<file path="config.mk">
export PLATFORM = sky130hd
export DESIGN_NAME = spi_select_sequencer
export DESIGN_NICKNAME = d
export VERILOG_FILES = /design/src/rtl/spi_select_sequencer_pkg.sv /design/src/rtl/spi_select_sequencer_bus_event_detect.sv /design/src/rtl/spi_select_sequencer.sv
export SDC_FILE = /design/constraint.sdc
export NUM_CORES = 1
export LEC_CHECK = 0
export ABC_AREA = 1
export BUFFER_PORTS_ARGS = -buffer_cell sky130_fd_sc_hd__buf_2
export CORE_ASPECT_RATIO = 1.75
export CORE_MARGIN = 2
export CORE_UTILIZATION = 45
export CTS_BUF_LIST = sky130_fd_sc_hd__clkbuf_4 sky130_fd_sc_hd__clkbuf_8
export DETAILED_ROUTE_END_ITERATION = 6
export PLACE_DENSITY_LB_ADDON = 0.3
export SYNTH_ARGS = -nofsm -noshare
export SYNTH_HDL_FRONTEND = slang
export SYNTH_SLANG_ARGS = --single-unit
</file>
<file path="constraint.sdc">
create_clock -name clkDspIn -period 4.2 [get_ports clkDspIn]
set_clock_uncertainty 0.15 [all_clocks]
set_input_delay 0.42 -clock clkDspIn [delete_from_list [all_inputs] [get_ports clkDspIn]]
set_output_delay 0.42 -clock clkDspIn [all_outputs]
set_load 0.005 [all_outputs]
</file>
<file path="src/rtl/spi_select_sequencer_pkg.sv">
// Shared definitions for the SPI select sequencer.
// Holds the flash select bus addresses, the sequencer state encoding,
// the pending-command encoding and a small state-decode helper.
package spi_select_sequencer_pkg;

  // Bus addresses (ab_buf[18:8]) of the two flash select registers.
  localparam logic [10:0] TBIOM_SPI_SEL_FLASH_1 = 11'h7A0;
  localparam logic [10:0] TBIOM_SPI_SEL_FLASH_2 = 11'h7A1;

  typedef enum logic [2:0] {
    ST_IDLE     = 3'd0,
    ST_CS_SETUP = 3'd1,
    ST_ACTIVE   = 3'd2,
    ST_MISO_OFF = 3'd3,
    ST_CS_HOLD  = 3'd4,
    ST_GUARD    = 3'd5
  } seq_state_e;

  typedef enum logic [1:0] {
    PEND_NONE = 2'd0,
    PEND_REQ1 = 2'd1,
    PEND_REQ2 = 2'd2,
    PEND_REL  = 2'd3
  } pend_cmd_e;

  // True in every state where the selected flash has its chip-select low.
  function automatic logic cs_driven(input seq_state_e st);
    logic res;
    case (st)
      ST_CS_SETUP, ST_ACTIVE, ST_MISO_OFF, ST_CS_HOLD: res = 1'b1;
      default:                                         res = 1'b0;
    endcase
    return res;
  endfunction

endpackage

</file>
<file path="src/rtl/spi_select_sequencer_bus_event_detect.sv">
// Bus command decoder for the SPI select sequencer.
// Detects falling edges of the debounced write/read strobes and compares the
// address on that cycle only, producing single-cycle command pulses.
//   clk_i, rst_ni   : clock, async active-low reset
//   we_n_i, re_n_i  : debounced write/read strobes, active low
//   addr_i          : registered address bus [18:8]
//   rel_mask_i      : [0]/[1] flash 1/2 is selected or pending (read releases it)
//   req1_o, req2_o  : write to flash 1/2 select address
//   rel_o           : release read of the selected/pending flash
module spi_select_sequencer_bus_event_detect
  import spi_select_sequencer_pkg::*;
#(
  parameter logic [10:0] ADDR_SEL_1 = TBIOM_SPI_SEL_FLASH_1,
  parameter logic [10:0] ADDR_SEL_2 = TBIOM_SPI_SEL_FLASH_2
) (
  input  logic        clk_i,
  input  logic        rst_ni,
  input  logic        we_n_i,
  input  logic        re_n_i,
  input  logic [10:0] addr_i,
  input  logic [1:0]  rel_mask_i,
  output logic        req1_o,
  output logic        req2_o,
  output logic        rel_o
);

  logic we_n_q;
  logic re_n_q;
  logic we_ev;
  logic re_ev;
  logic hit1;
  logic hit2;

  // Previous-cycle strobe levels; idle level of both strobes is high.
  always_ff @(posedge clk_i or negedge rst_ni) begin
    if (!rst_ni) begin
      we_n_q <= 1'b1;
      re_n_q <= 1'b1;
    end else begin
      we_n_q <= we_n_i;
      re_n_q <= re_n_i;
    end
  end

  assign we_ev = we_n_q & ~we_n_i;
  assign re_ev = re_n_q & ~re_n_i;
  assign hit1  = (addr_i == ADDR_SEL_1);
  assign hit2  = (addr_i == ADDR_SEL_2);

  assign req1_o = we_ev & hit1;
  assign req2_o = we_ev & hit2;
  // A simultaneous write event wins; the read is discarded.
  assign rel_o  = re_ev & ~we_ev & ((hit1 & rel_mask_i[0]) | (hit2 & rel_mask_i[1]));

endmodule

</file>
<file path="src/rtl/spi_select_sequencer.sv">
// SPI chip-select / MISO buffer sequencer for the two serial flash devices.
// Enforces break-before-make, CS-to-MISO setup, hold and a guard interval so
// both selects are never low together and MISO is never driven during a change.
//   clkDspIn, dsp_reset     : DSP clock, async active-low reset
//   we_deb, re_deb, ab_buf  : debounced bus strobes (active low) and address [18:8]
//   cs_flash_1, cs_flash_2  : flash selects, active low
//   miso_ena                : MISO buffer enable, high only in ACTIVE
//   busy                    : high outside IDLE and ACTIVE
//   sel_active              : one-hot selected flash, non-zero in ACTIVE only
module spi_select_sequencer
  import spi_select_sequencer_pkg::*;
#(
  parameter int unsigned SETUP_CYC  = 4,
  parameter int unsigned HOLD_CYC   = 4,
  parameter int unsigned GUARD_CYC  = 8,
  parameter logic [10:0] ADDR_SEL_1 = TBIOM_SPI_SEL_FLASH_1,
  parameter logic [10:0] ADDR_SEL_2 = TBIOM_SPI_SEL_FLASH_2
) (
  input  logic        clkDspIn,
  input  logic        dsp_reset,
  input  logic        we_deb,
  input  logic        re_deb,
  input  logic [10:0] ab_buf,
  output logic        cs_flash_1,
  output logic        cs_flash_2,
  output logic        miso_ena,
  output logic        busy,
  output logic [1:0]  sel_active
);

  localparam logic [7:0] SETUP_LD = 8'(SETUP_CYC - 1);
  localparam logic [7:0] HOLD_LD  = 8'(HOLD_CYC - 1);
  localparam logic [7:0] GUARD_LD = 8'(GUARD_CYC - 1);

  seq_state_e state_q, state_d;
  pend_cmd_e  pend_q, pend_d, pend_kept;
  logic [7:0] cnt_q, cnt_d;
  logic       tgt_q, tgt_d;      // 0: flash 1, 1: flash 2
  logic       req1, req2, rel;
  logic [1:0] rel_mask;
  logic       sel_live;
  logic       cs1_q, cs1_d, cs2_q, cs2_d, miso_q, miso_d, busy_q, busy_d;
  logic [1:0] sel_q, sel_d;

  // A read releases a flash that is currently driven or is the pending request.
  assign sel_live    = cs_driven(state_q);
  assign rel_mask[0] = (sel_live & ~tgt_q) | (pend_q == PEND_REQ1);
  assign rel_mask[1] = (sel_live &  tgt_q) | (pend_q == PEND_REQ2);

  spi_select_sequencer_bus_event_detect #(
    .ADDR_SEL_1 (ADDR_SEL_1),
    .ADDR_SEL_2 (ADDR_SEL_2)
  ) u_evt (
    .clk_i      (clkDspIn),
    .rst_ni     (dsp_reset),
    .we_n_i     (we_deb),
    .re_n_i     (re_deb),
    .addr_i     (ab_buf),
    .rel_mask_i (rel_mask),
    .req1_o     (req1),
    .req2_o     (req2),
    .rel_o      (rel)
  );

  // Next-state, counter and pending-command logic.
  always_comb begin
    state_d   = state_q;
    cnt_d     = cnt_q;
    tgt_d     = tgt_q;
    pend_kept = pend_q;
    case (state_q)
      ST_IDLE: begin
        case (pend_q)
          PEND_REQ1: begin
            state_d = ST_CS_SETUP; tgt_d = 1'b0; cnt_d = SETUP_LD; pend_kept = PEND_NONE;
          end
          PEND_REQ2: begin
            state_d = ST_CS_SETUP; tgt_d = 1'b1; cnt_d = SETUP_LD; pend_kept = PEND_NONE;
          end
          default: pend_kept = PEND_NONE;
        endcase
      end
      ST_CS_SETUP: begin
        if (cnt_q == 8'd0) state_d = ST_ACTIVE;
        else               cnt_d   = cnt_q - 8'd1;
      end
      ST_ACTIVE: begin
        // A request for the other flash stays pending and is served from IDLE.
        case (pend_q)
          PEND_REQ1: begin
            if (tgt_q == 1'b0) pend_kept = PEND_NONE;
            else               state_d   = ST_MISO_OFF;
          end
          PEND_REQ2: begin
            if (tgt_q == 1'b1) pend_kept = PEND_NONE;
            else               state_d   = ST_MISO_OFF;
          end
          PEND_REL: begin
            state_d = ST_MISO_OFF; pend_kept = PEND_NONE;
          end
          default: pend_kept = PEND_NONE;
        endcase
      end
      ST_MISO_OFF: begin
        state_d = ST_CS_HOLD; cnt_d = HOLD_LD;
      end
      ST_CS_HOLD: begin
        if (cnt_q == 8'd0) begin
          state_d = ST_GUARD; cnt_d = GUARD_LD;
        end else begin
          cnt_d = cnt_q - 8'd1;
        end
      end
      ST_GUARD: begin
        if (cnt_q == 8'd0) state_d = ST_IDLE;
        else               cnt_d   = cnt_q - 8'd1;
      end
      default: begin
        state_d = ST_IDLE; cnt_d = 8'd0; pend_kept = PEND_NONE;
      end
    endcase
    // A new command overwrites whatever is pending (last command wins).
    if (req1)      pend_d = PEND_REQ1;
    else if (req2) pend_d = PEND_REQ2;
    else if (rel)  pend_d = PEND_REL;
    else           pend_d = pend_kept;
  end

  // Output values decoded from the next state so the outputs leave flops.
  always_comb begin
    cs1_d  = ~(cs_driven(state_d) & ~tgt_d);
    cs2_d  = ~(cs_driven(state_d) &  tgt_d);
    miso_d = (state_d == ST_ACTIVE);
    busy_d = (state_d != ST_IDLE) && (state_d != ST_ACTIVE);
    if (state_d == ST_ACTIVE) sel_d = tgt_d ? 2'b10 : 2'b01;
    else                      sel_d = 2'b00;
  end

  // State, pending command, counter and registered outputs.
  always_ff @(posedge clkDspIn or negedge dsp_reset) begin
    if (!dsp_reset) begin
      state_q <= ST_IDLE;
      pend_q  <= PEND_NONE;
      cnt_q   <= 8'd0;
      tgt_q   <= 1'b0;
      cs1_q   <= 1'b1;
      cs2_q   <= 1'b1;
      miso_q  <= 1'b0;
      busy_q  <= 1'b0;
      sel_q   <= 2'b00;
    end else begin
      state_q <= state_d;
      pend_q  <= pend_d;
      cnt_q   <= cnt_d;
      tgt_q   <= tgt_d;
      cs1_q   <= cs1_d;
      cs2_q   <= cs2_d;
      miso_q  <= miso_d;
      busy_q  <= busy_d;
      sel_q   <= sel_d;
    end
  end

  assign cs_flash_1 = cs1_q;
  assign cs_flash_2 = cs2_q;
  assign miso_ena   = miso_q;
  assign busy       = busy_q;
  assign sel_active = sel_q;

endmodule

</file>
* Word level (Yosys, flattened, before mapping)
Index checks and enable logic that the tools add are counted.
** Storage, ports and cells
- Bits in writable memories :: 0
- Bits in latches :: 0
- Input port bits :: 15
- Register bits :: 22
- Output and inout bits :: 6
- Bits in read-only memories :: 0
- Memories :: 0
** Cells by class
- Bitwise operators :: 23
- Mux-type cells :: 25
- $add $sub $neg :: 1
- Divide/modulo/power cells :: 0
- Reductions and logical operators :: 11
- Shift operators :: 0
- Multipliers :: 0
- Equality and inequality tests :: 20
- Order comparisons :: 0
** Operators with widths (number)
- 8-bit one-hot mux with 5 select lines :: 1
- 8-bit two-way mux :: 3
- 11-bit == test, second input constant :: 2
- 3-bit two-way mux :: 6
- 3-bit one-hot mux with 6 select lines :: 1
- 2-bit two-way mux :: 7
- 1-bit bitwise AND :: 12
- 3-bit by 2-bit == test with 1-bit output, second input constant :: 4
- 6-bit != test, second input constant :: 2
- 4-bit OR reduction :: 3
- 3-bit == test, second input constant :: 3
- 3-bit one-hot mux with 3 select lines :: 1
- 8-bit zero test :: 1
- 1-bit NOT :: 8
- 2-bit one-hot mux with 2 select lines :: 2
- 8-bit by 1-bit subtractor with 8-bit output, second input constant :: 1
- 3-bit by 1-bit == test with 1-bit output, second input constant :: 2
- 3-bit AND reduction :: 2
- 2-bit == test, second input constant :: 2
- 2-bit != test, second input constant :: 2
- 4-bit by 1-bit != test with 1-bit output, second input constant :: 1
- 2-bit OR reduction :: 2
- 3-bit zero test :: 1
- 1-bit two-way mux :: 3
- other kinds (6) :: 8

* Depth between registers and ports, before layout
Gate-level depths: netlist (run 1).
- Depth after elaboration :: 11
- Mapped depth :: 12
- Mapped depth without buffers :: 11

* By module
From an unflattened synthesis (run 1), not the netlist that was laid out.
** Unflattened totals
- Cells, all modules :: 201
- Area total of the unflattened synthesis :: 1456.4 um^2
** Modules (own cells, without submodules)
- spi_select_sequencer :: cells an instance 175, area an instance 1300.0 um^2, times used 1
- spi_select_sequencer_bus_event_detect :: cells an instance 26, area an instance 156.4 um^2, times used 1

* Worst setup path after synthesis (run 1)
Ideal clock, no wire load.
- Kind :: register to register
- Start :: reg cnt_q[0]
- End :: reg cnt_q[4]
- Slack :: 2.579 ns
- Stages on the path, launching flop included :: 13
- Arrival :: 1.353 ns
- Period minus slack after synthesis :: 1.621 ns
- Library setup time :: 0.118 ns
- Path buffers :: 1
- Cells stage by stage :: dfrtp_1 > inv_1 > ha_1 > nand3_2 > nor2_8 > nand2_4 > nand2_4 > inv_2 > buf_6 > nand2_1 > nand2_1 > nand2_1 > nor2_1
** On the way
- Longest elaborated chain between the ends :: 3
** Ends and longest elaborated chain
- from (decl) :: RTL line spi_select_sequencer.sv:37 : logic [7:0] cnt_q, cnt_d;
- from (signal assigned) :: RTL line spi_select_sequencer.sv:154 : cnt_q <= cnt_d;
- 8-bit by 1-bit subtractor with 8-bit output / 8-bit zero test (equally long branches)
- 8-bit two-way mux, or another cell as far along :: RTL line spi_select_sequencer.sv:84, spi_select_sequencer.sv:115
- 8-bit one-hot mux with 5 select lines / 3-bit AND reduction (equally long branches)
Parallel ways exist; a longest one is shown, timed or not. The select of a mux whose other input is x is not followed.
A chain may end at the register's enable or synchronous reset.

* Worst setup path in the final report (run 1)
- Start :: reg pend_q[0]
- End :: reg cnt_q[5]
** On the way
- Longest elaborated chain between the ends :: 4
** Ends and longest elaborated chain
- from (decl) :: RTL line spi_select_sequencer.sv:36 : pend_cmd_e pend_q, pend_d, pend_kept;
- from (signal assigned) :: RTL line spi_select_sequencer.sv:153 : pend_q <= pend_d;
- 2-bit by 1-bit == test with 1-bit output / 2-bit == test (equally long branches) :: RTL line spi_select_sequencer.sv:73 : case (pend_q)
- 2-bit OR reduction (no line) *
- 2-bit != test (no line) *
- 3-bit AND reduction (no line) *
Every way passes the cells marked *; elsewhere a longest branch is shown, timed or not.

==> summary.md, run 1 <==
| Metric | Value |
|---|---|
| Hold crit path type | `input pin to flip-flop` |
| Post-Syn Area | `between 1000 and 1500 um^2` |
| Yosys top cell area share | `approximately 32%` |
| DRT iter0 DRCs | `26` |
| IO buf count | `20` |
| Largest net degree at the start of global routing | `23` |
| Setup slack, reg-to-reg | `between 2 and 2.5 ns` |
| Fill cells | `276` |
| Max Clock Freq | `about 570 MHz` |
| CTS clk-pin slew, worst paths | `0.09 ns` |
| All-layer global routing usage | `18.37%` |
| Ant diodes | `0` |
| Worst EP arrival | `approximately 1.8 ns` |
| Synth top area cells | `dfrtp_1 (32%), nand2_1 (14%), inv_1 (8.9%)` |
| Worst Path Class, Setup | `flip-flop to flip-flop` |
| Period minus WS final | `1.762 ns` |
| H-tree depth | `1` |
| Dpl cells | `238` |
| Die H | `just under 80 um` |
| Critical Path Sink | `cnt_q[5]$_DFFE_PN0P_` |
| Slew margin rel. | `~68%` |
| HPWL Detailed | `2.314 mm` |
| Cells after Synth | `191` |
| Worst setup SP type | `flip-flop` |
| CTS Root Cell | `clkbuf_8` |
| Number of global-route vias before repair | `between 1000 and 1500` |
| Synth unique cells | `24` |
| Row count | `26` |
| Total gr overflow | `0` |
| Most common cell after layout, fill and taps aside | `nand2_1` |
| Critical Path Fanout Max | `12` |
| Syn_area_per_cell | `7.284 um^2` |
| Reg2reg end | `cnt_q[5]$_DFFE_PN0P_` |
| Die Area | `3570 um^2` |
| Ports | `21` |
| Clock latency on the worst-skew pair | `roughly 0.27 ns` |
| Worst-margin pin slew | `roughly 0.49 ns` |
| Hold Path Origin | `re_deb` |
| Drc violations | `0` |
| First-pass GRT wire length | `4.981 mm` |
| Layout Nets | `between 200 and 250` |
| Initial Utilization | `a little under half` |
| Syn_nets | `approximately 210` |
| Synth warnings | `0` |
| DP Area | `roughly 1500 um^2` |
| CTS Buffer Depth | `2` |
| Die Width | `about 46 um` |
| DRT antenna net count | `0` |
| Max-cap violation count | `0` |
| #FFs+latches synth | `22` |
| Leakage | `0.9006 nW` |
| Place WS | `~2.5 ns` |
| Final Instance Count excl. Fillers | `243` |
| # resized after CTS | `0` |
| Initial antenna violation count | `0` |
| Setup violators final | `0` |
| Area grow syn2layout | `14.75%` |
| Worst setup EP type | `flip-flop` |
| Pwr per Cell Area | `approximately 470 nW/um^2` |
| Final wirelength | `between 2 and 3 mm` |
| Final WS setup | `2.438 ns` |
| Reg2reg path depth | `9` |
| Placer Congestion | `around 0.88` |
| Setup TNS | `0 ns` |
| Sequential fraction of the synthesis area | `39.93%` |
| TritonCTS buffer count | `3` |
| Commonest cells after routing, fill and taps aside | `nand2_1 (52), inv_1 (33), nor2_1 (23)` |
| Detailed Routing Iterations Pass 1 | `4` |
| Status | `complete, no violations` |
| Fin. Hold Viols | `0` |
| R2R Path Start | `pend_q[0]$_DFFE_PN0P_` |
| Flip-flop and latch area | `around 560 um^2` |
| Core footprint | `2928 um^2` |
| Util after Layout | `54.53%` |
| Vias per std cell | `roughly 5.1` |
| Tcrit/Tclk final | `about two fifths` |
| Multi-input gate area | `around 690 um^2` |
| Synth area leader | `dfrtp_1` |
| Final Max Tran Viols | `0` |
| Crit path required time | `between 4 and 5 ns` |
| Critical path origin | `pend_q[0]$_DFFE_PN0P_` |
| Share of cells above drive strength 1 | `between 10% and 20%` |
| Vias | `between 1000 and 1500` |
| Total power | `between 0.7 and 0.8 mW` |
| TritonCTS clock tree | `done` |
| Peak VDD IR | `0.2544 mV` |
| Finished Cell Area | `~1600 um^2` |
| RSZ-0062 raised after global routing | `no` |
| CTS sink cnt | `22` |
| Routed WL per cell | `11.58 um` |
| Worst hold slack | `roughly 0.10 ns` |
synthesized netlist by cell type:
cell type,number
a21oi_1,2
buf_6,1
dfrtp_1,18
dfstp_2,4
ha_1,7
inv_1,33
inv_2,3
nand2_1,52
nand2_2,1
nand2_4,2
nand3_1,15
nand3_2,3
nand3b_1,2
nand4_1,1
nor2_1,23
nor2_2,2
nor2_4,1
nor2_8,1
nor3_1,2
nor3b_1,1
o211ai_1,2
o21ai_0,11
o21ai_1,3
xnor2_1,1
area by class of cell:
| cell class | instances | area share (%) |
|---|---|---|
| repair buffers | 21 | 6.897 |
| multi-input cells | 132 | 43.18 |
| well taps | 28 | 2.194 |
| clock buffers | 3 | 2.586 |
| clock inverters | 1 | 1.881 |
| flip-flops and latches | 22 | 34.80 |
| inverters | 36 | 8.464 |
sequential cells by signal, indices dropped and copies added (netlist names), 2 cells and up:
register,flops
sel_active,2
state_q,3
cnt_q,8
pend_q,2
power by group:
group | switching, mW | internal, mW
clock network | 0.0754 | 0.127
registers | 0.0321 | 0.256
logic | 0.170 | 0.0931
total | 0.278 | 0.476
worst min-delay path by stage:
stage | endpoint | slack [ns] | cells past startpoint
final | u_evt.re_n_q$_DFF_PN1_ | 0.10 | 1
after global routing | u_evt.re_n_q$_DFF_PN1_ | 0.10 | 1
after CTS | u_evt.re_n_q$_DFF_PN1_ | 0.11 | 1
after detailed placement | cnt_q[1]$_DFFE_PN0P_ | 0.26 | 1
after global placement | cnt_q[2]$_DFFE_PN0P_ | 0.26 | 1
after floorplan | busy$_DFF_PN0_ | -0.03 | 0
kinds of logic after synthesis:
logic type	share of synthesized area, %
AND/OR/NAND/NOR	35.79
buffers and inverters	10.52
flip-flops	39.93
AO/OA/AOI/OAI	6.834
adder cells (fa/ha/maj)	6.295
XOR/XNOR	0.6296
per-layer routing:
layer | track usage (%) | routed length (um) | vias to the layer above
met4 | 7.143 | 78 | 0
met5 | 0 | 0 | -
met1 | 17.41 | 1016 | 575
li1 | - | - | 632
met2 | 35.42 | 1658 | 24
met3 | 2.791 | 60 | 10
critical path: stages, from the launching register on:
cell and delay [ns]:
dfrtp_1 0.41, inv_1 0.10, ha_1 0.31, nand2_1 0.06, nand2_1 0.12, nand2_4 0.07, inv_2 0.16, nand2_1 0.09
inv_1 0.13, a21oi_1 0.05
timing repair:
action                                 4_1_cts  5_1_grt
setup endpoints to repair                    0        0
setup buffers                                0        0
endpoints found under the hold margin       18        0
hold buffers                                 1        0
No activity file was read; power rests on OpenSTA's default activity.
==> inputs of run 2 (changes only) <==
clock period = 1.71 ns   (was 4.2 ns; I/O delays follow)
==> run 2 against run 1 <==
Against the previous run:
- flip-flop and latch count did not move
- combinational power grew to 2.8 times the previous value
- power rose to 2.6 times the previous value
- final cell count is 2.9% higher
- utilization rose by 4.4 points
- critical path depth unchanged
- first-iteration DRC count down 7.7%
- count of clock-buffer cells in the layout unchanged
- global-route usage grew 0.89 points
- critical endpoint is now cs_flash_1$_DFF_PN1_
- largest power group is now combinational logic
==> summary.md, run 2 (synthesis gave the netlist of run 1 again) <==
| Metric | Value |
|---|---|
| Die Area | `3570 um^2 (unchanged)` |
| Number of global-route vias before repair | `1265 (+0.079%)` |
| Total gr overflow | `0 (unchanged)` |
| Hold EP | `pend_q[0]$_DFFE_PN0P_` |
| Fin. Hold Viols | `0 (unchanged)` |
| Setup TNS | `0 ns (unchanged)` |
| Layout Nets | `245 (+2.9%)` |
| Core footprint | `2928 um^2 (unchanged)` |
| Die H | `77.56 um (unchanged)` |
| Hold Path Origin | `ab_buf[0]` |
| Final wirelength | `2.998 mm (+6.6%)` |
| Ports | `21 (unchanged)` |
| DRT iter0 DRCs | `24 (-7.7%)` |
| Drc violations | `0 (unchanged)` |
| Commonest cells after routing, fill and taps aside | `nand2_1 (49), inv_1 (29), nor2_1 (21)` |
| Final Max Tran Viols | `0 (unchanged)` |
| Routed WL per cell | `11.99 um (+3.6%)` |
| Total power | `1.936 mW (+160%)` |
| Clock latency on the worst-skew pair | `0.26 ns (about the same)` |
| Die Width | `46.04 um (unchanged)` |
| Max Clock Freq | `625.9 MHz (+10%)` |
| R2R Path Start | `pend_q[1]$_DFFE_PN0P_` |
| TritonCTS buffer count | `3 (unchanged)` |
| Period minus WS final | `1.598 ns (-0.1643 ns)` |
| TritonCTS clock tree | `done` |
| Gr busiest metal | `met2` |
| All-layer global routing usage | `19.25% (+0.89 points)` |
| Number of flip-flops in the largest register | `8 (unchanged)` |
| Detailed Routing Iterations Pass 1 | `4 (unchanged)` |
| Worst-margin pin slew | `0.4878 ns (+0.001612 ns)` |
| CTS sink cnt | `22 (unchanged)` |
| Pwr per Cell Area | `1122 nW/um^2 (+140%)` |
| Vias per std cell | `5.052 (-1.1%)` |
| Worst Path Class, Setup | `flip-flop to flip-flop` |
| Global routing usage on met3 | `2.093% (-0.70 points)` |
| Reg2reg end | `cs_flash_1$_DFF_PN1_` |
| Most common cell after layout, fill and taps aside | `nand2_1` |
| Crit path required time | `1.77 ns (-2.43 ns)` |
| RSZ-0062 raised after global routing | `yes` |
| Max-cap violation count | `0 (unchanged)` |
| Setup violators final | `0 (unchanged)` |
| Critical Path Fanout Max | `4 (-8)` |
| DRT antenna net count | `0 (unchanged)` |
| Met1 GRT Util | `19.17% (+1.8 points)` |
| Worst setup EP type | `flip-flop` |
| HPWL Detailed | `2.406 mm (+4.0%)` |
| Status | `complete, no violations` |
| Ant diodes | `0 (unchanged)` |
| Vias | `1263 (+1.8%)` |
| Most flops, register | `cnt_q` |
| Worst Hold Depth | `6 (+5)` |
| CTS clk-pin slew, worst paths | `0.08 ns (about the same)` |
| Setup slack, reg-to-reg | `0.11 ns (-2.33 ns)` |
| H-tree depth | `1 (unchanged)` |
| Reg2reg path depth | `9 (unchanged)` |
| Slew margin rel. | `67.48% (-0.11 points)` |
| Met2 usage | `36.53% (+1.1 points)` |
| Initial antenna violation count | `0 (unchanged)` |
| Leakage | `0.9361 nW (+3.9%)` |
| CTS Buffer Depth | `2 (unchanged)` |
| Placer Congestion | `0.8338 (-5.3%)` |
| Initial Utilization | `47.52% (unchanged)` |
| Share of cells above drive strength 1 | `27.48% (+8.4 points)` |
| Worst setup SP type | `flip-flop` |
| Area grow syn2layout | `24.01%` |
| First-pass GRT wire length | `5.133 mm (+3.1%)` |
| Row count | `26 (unchanged)` |
| CTS Root Cell | `clkbuf_8` |
| Tcrit/Tclk final | `93.44% (+51 points)` |
| IO buf count | `20 (unchanged)` |
| Largest registers | `cnt_q (8), state_q (3)` |
| Largest net degree at the start of global routing | `23 (unchanged)` |
| Hold crit path type | `input pin to flip-flop` |
| Worst EP arrival | `1.66 ns (-0.10 ns)` |
| Peak VDD IR | `0.7422 mV (+190%)` |
run 2: repair_timing:
action,4_1_cts,5_1_grt
hold buffers,3,0
setup buffers,0,1
endpoints found under the setup margin,8,10
resized for setup,2,20
hold endpoints to repair,20,0
pin swaps,0,2
run 2: critical path: stages, from the launching register on:
cell	delay [ns]
dfrtp_1	0.39
buf_4	0.15
ha_1	0.19
nand2_1	0.09
nand3_1	0.07
nand3b_1	0.08
nand2_1	0.08
nor2_4	0.13
nand3_1	0.12
nand3_1	0.09
run 2: metal layers:
layer	vias to the layer above	share of wire, %
met4	0	2.9
met5	-	0
met3	9	1.6
met2	18	60
met1	586	35
li1	650	-
run 2: worst max path at each step:
| stage | cells past startpoint | startpoint | end | slack [ns] |
|---|---|---|---|---|
| after detailed placement | 9 | pend_q[0]$_DFFE_PN0P_ | cnt_q[4]$_DFFE_PN0P_ | -0.04 |
| after floorplan | 12 | cnt_q[0]$_DFFE_PN0P_ | cnt_q[4]$_DFFE_PN0P_ | 0.09 |
| after global routing | 9 | pend_q[0]$_DFFE_PN0P_ | sel_active[1]$_DFF_PN0_ | -0.02 |
| after CTS | 9 | pend_q[0]$_DFFE_PN0P_ | cnt_q[4]$_DFFE_PN0P_ | 0.005 |
| final | 9 | pend_q[1]$_DFFE_PN0P_ | cs_flash_1$_DFF_PN1_ | 0.11 |
| after global placement | 10 | pend_q[0]$_DFFE_PN0P_ | cnt_q[4]$_DFFE_PN0P_ | -0.03 |
run 2: area by class of cell:
| type | instances | area (um^2) |
|---|---|---|
| Clock buffer | 3 | 41.29 |
| Tap cell | 28 | 35.03 |
| Timing Repair Buffer | 28 | 167.7 |
| Inverter | 36 | 140.1 |
| Fill cell | 296 | 1202 |
| Clock inverter | 1 | 30.03 |
| Sequential cell | 22 | 555.5 |
| Multi-Input combinational cell | 132 | 755.7 |
run 2: stage by stage:
step	hold slack (ns)	cells	util, %	worst slack [ns]	cell area, um^2
floorplan	-0.2746	191	-	0.08873	1391
global placement	0.005827	242	52.78	-0.02620	1545
detailed placement	0.01460	242	52.78	-0.03620	1545
CTS	0.2022	249	56.32	0.004978	1649
global route	0.2703	250	58.93	-0.01631	1725
finish	0.1961	250	58.93	0.1122	1725
run 2: power by group:
part	internal [mW]	switching (mW)	total (mW)	leakage [nW]
Clock	0.313	0.173	0.486	0.0357
Combinational	0.282	0.457	0.739	0.622
Sequential	0.629	0.0828	0.712	0.278
